**src/rtl/pipeline_hazard_ctrl_if.sv**
```systemverilog
// pipeline_hazard_ctrl_if: pipeline-stage hazard inputs and the hold/flush/counter controls they produce.
interface pipeline_hazard_ctrl_if #(parameter int CNT_W = 16);
  logic [4:0] id_rs1, id_rs2;
  logic id_use_rs1, id_use_rs2;
  logic [4:0] ex_rd;
  logic ex_w_reg;
  logic [2:0] ex_r_dm;
  logic mem_branch, mem_isbranch;
  logic [1:0] mem_w_dm;
  logic [2:0] mem_r_dm;
  logic dm_ready;
  logic pc_hold, ifid_hold, idex_hold, exmem_hold;
  logic ifid_flush, idex_flush, exmem_flush, memwb_flush;
  logic pc_sel_branch, mem_timeout;
  logic [CNT_W-1:0] stall_cnt, flush_cnt;
  modport master (
    output id_rs1, id_rs2, id_use_rs1, id_use_rs2, ex_rd, ex_w_reg, ex_r_dm,
           mem_branch, mem_isbranch, mem_w_dm, mem_r_dm, dm_ready,
    input  pc_hold, ifid_hold, idex_hold, exmem_hold, ifid_flush, idex_flush,
           exmem_flush, memwb_flush, pc_sel_branch, mem_timeout, stall_cnt, flush_cnt
  );
  modport slave (
    input  id_rs1, id_rs2, id_use_rs1, id_use_rs2, ex_rd, ex_w_reg, ex_r_dm,
           mem_branch, mem_isbranch, mem_w_dm, mem_r_dm, dm_ready,
    output pc_hold, ifid_hold, idex_hold, exmem_hold, ifid_flush, idex_flush,
           exmem_flush, memwb_flush, pc_sel_branch, mem_timeout, stall_cnt, flush_cnt
  );
endinterface

```
**src/rtl/pipeline_hazard_ctrl.sv**
```systemverilog
// pipeline_hazard_ctrl: load-use stall, taken-branch flush and data-memory wait/timeout control for a 5-stage pipeline.
module pipeline_hazard_ctrl #(
  parameter int TIMEOUT = 64,
  parameter int CNT_W   = 16
) (
  input logic clk,
  input logic reset,
  pipeline_hazard_ctrl_if.slave h
);
  localparam int WW = $clog2(TIMEOUT) + 1;
  typedef enum logic [1:0] {RUN, MEM_WAIT, ERR} state_t;
  state_t state, state_nx;
  logic [WW-1:0] wait_cnt, wait_nx;
  logic [CNT_W-1:0] stall_cnt, flush_cnt;
  logic mem_acc, taken, lu, freeze, br, ld;
  always_comb begin
    mem_acc  = (h.mem_w_dm != '0) | (h.mem_r_dm != '0);
    taken    = h.mem_branch & h.mem_isbranch;
    lu       = (h.ex_r_dm != '0) & h.ex_w_reg & (h.ex_rd != '0) &
               ((h.id_use_rs1 & (h.id_rs1 == h.ex_rd)) | (h.id_use_rs2 & (h.id_rs2 == h.ex_rd)));
    // controls are forced low while reset is asserted, regardless of inputs
    freeze   = reset & (((state == RUN) & mem_acc & !h.dm_ready) |
                        ((state == MEM_WAIT) & !h.dm_ready) | (state == ERR));
    br       = reset & !freeze & taken;
    ld       = reset & !freeze & !taken & lu;
    state_nx = state;
    wait_nx  = wait_cnt;
    if (state == RUN && mem_acc && !h.dm_ready) begin
      state_nx = MEM_WAIT;
      wait_nx  = WW'(1);
    end else if (state == MEM_WAIT) begin
      state_nx = h.dm_ready ? RUN : (wait_cnt == WW'(TIMEOUT - 1)) ? ERR : MEM_WAIT;
      wait_nx  = h.dm_ready ? '0 : wait_cnt + WW'(1);
    end
  end
  assign h.pc_hold       = freeze | ld;
  assign h.ifid_hold     = freeze | ld;
  assign h.idex_hold     = freeze;
  assign h.exmem_hold    = freeze;
  assign h.ifid_flush    = br;
  assign h.idex_flush    = br | ld;
  assign h.exmem_flush   = br;
  assign h.memwb_flush   = freeze;
  assign h.pc_sel_branch = br;
  assign h.mem_timeout   = state == ERR;
  assign h.stall_cnt     = stall_cnt;
  assign h.flush_cnt     = flush_cnt;
  always_ff @(posedge clk or negedge reset) begin
    if (!reset) begin
      state     <= RUN;
      wait_cnt  <= '0;
      stall_cnt <= '0;
      flush_cnt <= '0;
    end else begin
      state     <= state_nx;
      wait_cnt  <= wait_nx;
      if (h.pc_hold && !(&stall_cnt)) stall_cnt <= stall_cnt + CNT_W'(1);
      if (br && !(&flush_cnt)) flush_cnt <= flush_cnt + CNT_W'(1);
    end
  end
endmodule

```
**src/flat_wrapper.sv**
```systemverilog
// flat-port wrapper written by rule: the top's interface ports become plain ports
module pipeline_hazard_ctrl_flat 
#(
  parameter int TIMEOUT = 64,
  parameter int CNT_W   = 16
)
  (clk, reset, h_id_rs1, h_id_rs2, h_id_use_rs1, h_id_use_rs2, h_ex_rd, h_ex_w_reg, h_ex_r_dm, h_mem_branch, h_mem_isbranch, h_mem_w_dm, h_mem_r_dm, h_dm_ready, h_pc_hold, h_ifid_hold, h_idex_hold, h_exmem_hold, h_ifid_flush, h_idex_flush, h_exmem_flush, h_memwb_flush, h_pc_sel_branch, h_mem_timeout, h_stall_cnt, h_flush_cnt);
  pipeline_hazard_ctrl_if #(.CNT_W(CNT_W)) h_i ();
  input logic clk;
  input logic reset;
  input wire logic [$bits(h_i.id_rs1)-1:0] h_id_rs1;
  input wire logic [$bits(h_i.id_rs2)-1:0] h_id_rs2;
  input wire logic [$bits(h_i.id_use_rs1)-1:0] h_id_use_rs1;
  input wire logic [$bits(h_i.id_use_rs2)-1:0] h_id_use_rs2;
  input wire logic [$bits(h_i.ex_rd)-1:0] h_ex_rd;
  input wire logic [$bits(h_i.ex_w_reg)-1:0] h_ex_w_reg;
  input wire logic [$bits(h_i.ex_r_dm)-1:0] h_ex_r_dm;
  input wire logic [$bits(h_i.mem_branch)-1:0] h_mem_branch;
  input wire logic [$bits(h_i.mem_isbranch)-1:0] h_mem_isbranch;
  input wire logic [$bits(h_i.mem_w_dm)-1:0] h_mem_w_dm;
  input wire logic [$bits(h_i.mem_r_dm)-1:0] h_mem_r_dm;
  input wire logic [$bits(h_i.dm_ready)-1:0] h_dm_ready;
  output wire logic [$bits(h_i.pc_hold)-1:0] h_pc_hold;
  output wire logic [$bits(h_i.ifid_hold)-1:0] h_ifid_hold;
  output wire logic [$bits(h_i.idex_hold)-1:0] h_idex_hold;
  output wire logic [$bits(h_i.exmem_hold)-1:0] h_exmem_hold;
  output wire logic [$bits(h_i.ifid_flush)-1:0] h_ifid_flush;
  output wire logic [$bits(h_i.idex_flush)-1:0] h_idex_flush;
  output wire logic [$bits(h_i.exmem_flush)-1:0] h_exmem_flush;
  output wire logic [$bits(h_i.memwb_flush)-1:0] h_memwb_flush;
  output wire logic [$bits(h_i.pc_sel_branch)-1:0] h_pc_sel_branch;
  output wire logic [$bits(h_i.mem_timeout)-1:0] h_mem_timeout;
  output wire logic [$bits(h_i.stall_cnt)-1:0] h_stall_cnt;
  output wire logic [$bits(h_i.flush_cnt)-1:0] h_flush_cnt;
  assign h_i.id_rs1 = h_id_rs1;
  assign h_i.id_rs2 = h_id_rs2;
  assign h_i.id_use_rs1 = h_id_use_rs1;
  assign h_i.id_use_rs2 = h_id_use_rs2;
  assign h_i.ex_rd = h_ex_rd;
  assign h_i.ex_w_reg = h_ex_w_reg;
  assign h_i.ex_r_dm = h_ex_r_dm;
  assign h_i.mem_branch = h_mem_branch;
  assign h_i.mem_isbranch = h_mem_isbranch;
  assign h_i.mem_w_dm = h_mem_w_dm;
  assign h_i.mem_r_dm = h_mem_r_dm;
  assign h_i.dm_ready = h_dm_ready;
  assign h_pc_hold = h_i.pc_hold;
  assign h_ifid_hold = h_i.ifid_hold;
  assign h_idex_hold = h_i.idex_hold;
  assign h_exmem_hold = h_i.exmem_hold;
  assign h_ifid_flush = h_i.ifid_flush;
  assign h_idex_flush = h_i.idex_flush;
  assign h_exmem_flush = h_i.exmem_flush;
  assign h_memwb_flush = h_i.memwb_flush;
  assign h_pc_sel_branch = h_i.pc_sel_branch;
  assign h_mem_timeout = h_i.mem_timeout;
  assign h_stall_cnt = h_i.stall_cnt;
  assign h_flush_cnt = h_i.flush_cnt;
  pipeline_hazard_ctrl #(.TIMEOUT(TIMEOUT), .CNT_W(CNT_W)) u_core (.clk(clk), .reset(reset), .h(h_i));
endmodule
```
**config.mk**
```make
export PLATFORM = sky130hd
export DESIGN_NAME = pipeline_hazard_ctrl_flat
export DESIGN_NICKNAME = d
export VERILOG_FILES = /design/src/rtl/pipeline_hazard_ctrl_if.sv /design/src/rtl/pipeline_hazard_ctrl.sv /design/src/flat_wrapper.sv
export SDC_FILE = /design/constraint.sdc
export NUM_CORES = 1
export LEC_CHECK = 0
export CORE_MARGIN = 5
export CORE_UTILIZATION = 46
export DETAILED_ROUTE_END_ITERATION = 10
export GPL_ROUTABILITY_DRIVEN = 0
export PLACE_DENSITY = 0.88
export SLEW_MARGIN = 30
export SYNTH_ARGS = -nofsm -noshare
export SYNTH_HDL_FRONTEND = slang
export SYNTH_SLANG_ARGS = --single-unit
export TNS_END_PERCENT = 5
```
**constraint.sdc**
```tcl
create_clock -name clk -period 2.6 [get_ports clk]
set_input_delay 0.26 -clock clk [delete_from_list [all_inputs] [get_ports clk]]
set_output_delay 0.26 -clock clk [all_outputs]
set_load 0.05 [all_outputs]
```
==> results.py <==
metrics = {
    "finish": {
        "antenna_cells": 0,
        "fin_cells": 377,
        "nNetsFinal": 343,
        "area_growth_pct": 42.2,
        "postLayoutCoreUtil": 0.680,
        "drive_above_1_share": 0.116,
        "nFillCells": 350,
    },
    "sta": {
        "worst_pin_slew_ns": 0.635,
        "slew_headroom": 0.572,
        "finalMaxSlewViolations": 0,
        "rsz0062_at_grt": "false",
        "period_minus_slack_ns": 2.44,
        "period_share": 0.937,
        "hold_viol": 0,
        "clock_skew_ns": 0.00795,
        "fmax_mhz": 411,
        "setup_violations": 0,
        "final.setup.tns_ns": 0,
    },
    "synthesis": {
        "yosysUniqueCellTypes": 40,
        "syn-cell-area_um2": 2290,
        "synth-seq-cells": 41,
        "synth_top_flop_cell": "dfrtp_1",
        "synth_nets": 266,
        "yosys-top-cells-area": "dfrtp_1 45%, xor2_1 8.0%, xnor2_1 6.9%",
        "async_flop_share": 1.00,
        "yosysSeqAreaShare": 0.449,
        "yosysTopAreaCellShare": 0.449,
        "synth.avg_cell_area_um2": 9.86,
        "synthTopCellsByCount": "41 x dfrtp_1, 26 x nand2_1, 24 x nor2_1, 21 x xor2_1, 18 x xnor2_1",
        "yosysTopAreaCell": "dfrtp_1",
        "ys_warn_count": 0,
        "synth_edf_count": 0,
        "yosysMostFrequentCell": "dfrtp_1",
        "syn-instance-count": 232,
    },
    "worst_setup_path": {
        "cp.arrival_ns": 2.18,
        "r2r_start": "u_core.h.stall_cnt[3]",
        "slowest_delay_ns": 0.52,
        "required_ns": 2.34,
        "cp-end-kind": "output port",
        "rr_endpoint": "u_core.h.stall_cnt[15]",
        "worstSetupPathType": "in2out",
        "cp_cell_sequence": "dlygate4sd3_1 > buf_2 > inv_1 > or3_1 > inv_1 > buf_12",
        "critical_path.top_delay_family": "buffers and inverters",
        "reg2reg_depth": 6,
        "worstSetupStartpointType": "primary input",
        "crit_buf_inv": 5,
        "r2r_setup_slack_ns": 0.51,
        "crit_top_cell": "inv_1",
        "crit_fanout": 13,
        "slowest_stage": "dlygate4sd3_1",
    },
    "routing": {
        "wl_per_cell_um": 14.0,
        "drc": 0,
        "firstDrtPassIters": 4,
        "vias": 1965,
        "via_per_inst": 5.21,
        "drt-initial-drc-count": 61,
        "drt-total-wl_mm": 5.29,
        "ant_nets": 0,
    },
    "global_routing": {
        "grt-ovfl-total": 0,
        "antenna_found_initial": 0,
        "use_met2": 0.305,
        "grt_max_degree": 34,
        "grt_usage": 0.178,
        "met3_usage": 0.0493,
        "grt_busiest_layer": "met2",
        "grt_pass1_wl_mm": 8.87,
        "first_global_vias": 1884,
        "grt_use_met1": 0.209,
    },
    "flow_run": {
        "maxCapViolCount": 0,
    },
    "cts": {
        "cts_tree": "done",
        "cts.sinks": 41,
        "cts_buffers": 5,
        "clk_pin_slew_ns": 0.08,
        "cts_max_level": 2,
        "post_cts_resized": 0,
        "cts-root-buf": "clkbuf_8",
        "clkLatencyLatePin_ns": 0.30,
        "cts_buffer_depth": 2,
    },
    "die": {
        "boundaryPins": 73,
        "initial_utilization": 0.478,
        "fp.dieH_um": 80.5,
        "dieArea_um2": 6480,
        "std_cell_rows": 25,
        "die_w_um": 80.5,
        "core-area_um2": 4790,
    },
    "pwr": {
        "ir_drop_mv": 0.427,
        "power_density_nw_per_um2": 530,
        "power.leakage_uw": 0.00140,
    },
    "placed_design": {
        "placed_cells": 368,
        "io_buffers": 72,
        "hpwl_mm": 4.26,
    },
    "status": {
        "status": "finished, final reports clean",
    },
    "worst_hold_path": {
        "hp-class": "in2async",
    },
}
-- cell usage in the layout (no fill, tap or decap), types with 2 or more instances in the layout --
cell	instances
buf_12	9
nor2_1	24
and2_1	2
ha_1	3
clkinv_2	2
clkdlybuf4s50_1	62
clkbuf_8	5
dfrtp_1	41
a31oi_1	4
nor3_2	5
nor3_1	8
nand4_1	8
o31ai_1	2
or2_2	2
xor2_1	21
buf_4	4
a21oi_1	4
nand3_1	13
inv_1	5
nand2_1	26
xnor2_1	18
and3_1	6
nor4_1	2
o21ai_0	11
mux2_1	3
-- layout make-up --
cell class | count | area, µm² | area share
clock buffers | 6 | 72.6 | 0.0223
repair buffers | 77 | 846 | 0.260
well taps | 67 | 83.8 | 0.0258
flip-flops and latches | 41 | 1030 | 0.315
clock inverters | 2 | 10.0 | 0.00308
multi-input cells | 179 | 1200 | 0.368
inverters | 5 | 18.8 | 0.00577
-- sequential cells by signal, summed over array words and instances, names as in the netlist --
signal	count
u_core.h.flush_cnt	16
u_core.h.stall_cnt	16
u_core.wait_cnt	7
u_core.state	2
-- where the power goes --
group	switching [µW]	internal, µW
combinational	332	216
sequential	78.1	696
clock	216	186
total	626	1100
-- worst reg2reg max path, delay by kind of cell (launching register included) --
kind	cells	cell delay [ns]
AOI/OAI and AO/OA	1	0.39
xor gates and xnor gates	1	0.16
DFF	1	0.46
and+or+nand+nor	4	0.96
-- kinds of logic (layout without fill, tap and decap cells) --
logic type / after synthesis / in the layout / synth area share
AND/OR/NAND/NOR: 103 / 103 / 0.243
flip-flops: 41 / 41 / 0.449
XOR/XNOR: 39 / 39 / 0.149
AO/OA/AOI/OAI: 30 / 30 / 0.0946
buffers and inverters: 12 / 90 / 0.0284
multiplexers: 4 / 4 / 0.0197
adder cells (fa/ha/maj): 3 / 3 / 0.0164
-- through the flow --
stage / power, µW / hold WS, ns / instance area [µm²] / setup slack, ns
final: 1720 / 0.361 / 3250 / 0.164
after global routing: 1810 / 0.407 / 3250 / 0.0237
after CTS: 1740 / 0.359 / 3250 / 0.153
after detailed placement: 1340 / 0.144 / 3160 / 0.189
after global placement: 1320 / 0.144 / 3160 / 0.252
after floorplan: 1100 / -0.0356 / 2290 / 0.171
-- how the worst max path moves through the flow --
stage	from	depth (start not counted)	slack, ns	to
final	reset	6	0.16	h_pc_sel_branch
after global routing	reset	6	0.02	h_pc_sel_branch
after CTS	reset	6	0.15	h_pc_sel_branch
after detailed placement	h_ex_rd[0]	6	0.19	u_core.h.stall_cnt[1]
after global placement	h_ex_rd[0]	6	0.25	u_core.h.stall_cnt[1]
after floorplan	u_core.state[0]	6	0.17	h_pc_hold
-- layer usage --
layer,part of all wire,up-vias
met5,0,-
met4,0.017,0
met3,0.072,7
met2,0.51,61
met1,0.40,936
li1,-,961
-- repair_timing --
action / 4_1_cts / 5_1_grt
buffers inserted: 0 / 0
hold endpoints to repair: 10 / 0
hold buffers: 1 / 0
Power figures use the tool's default switching activity.
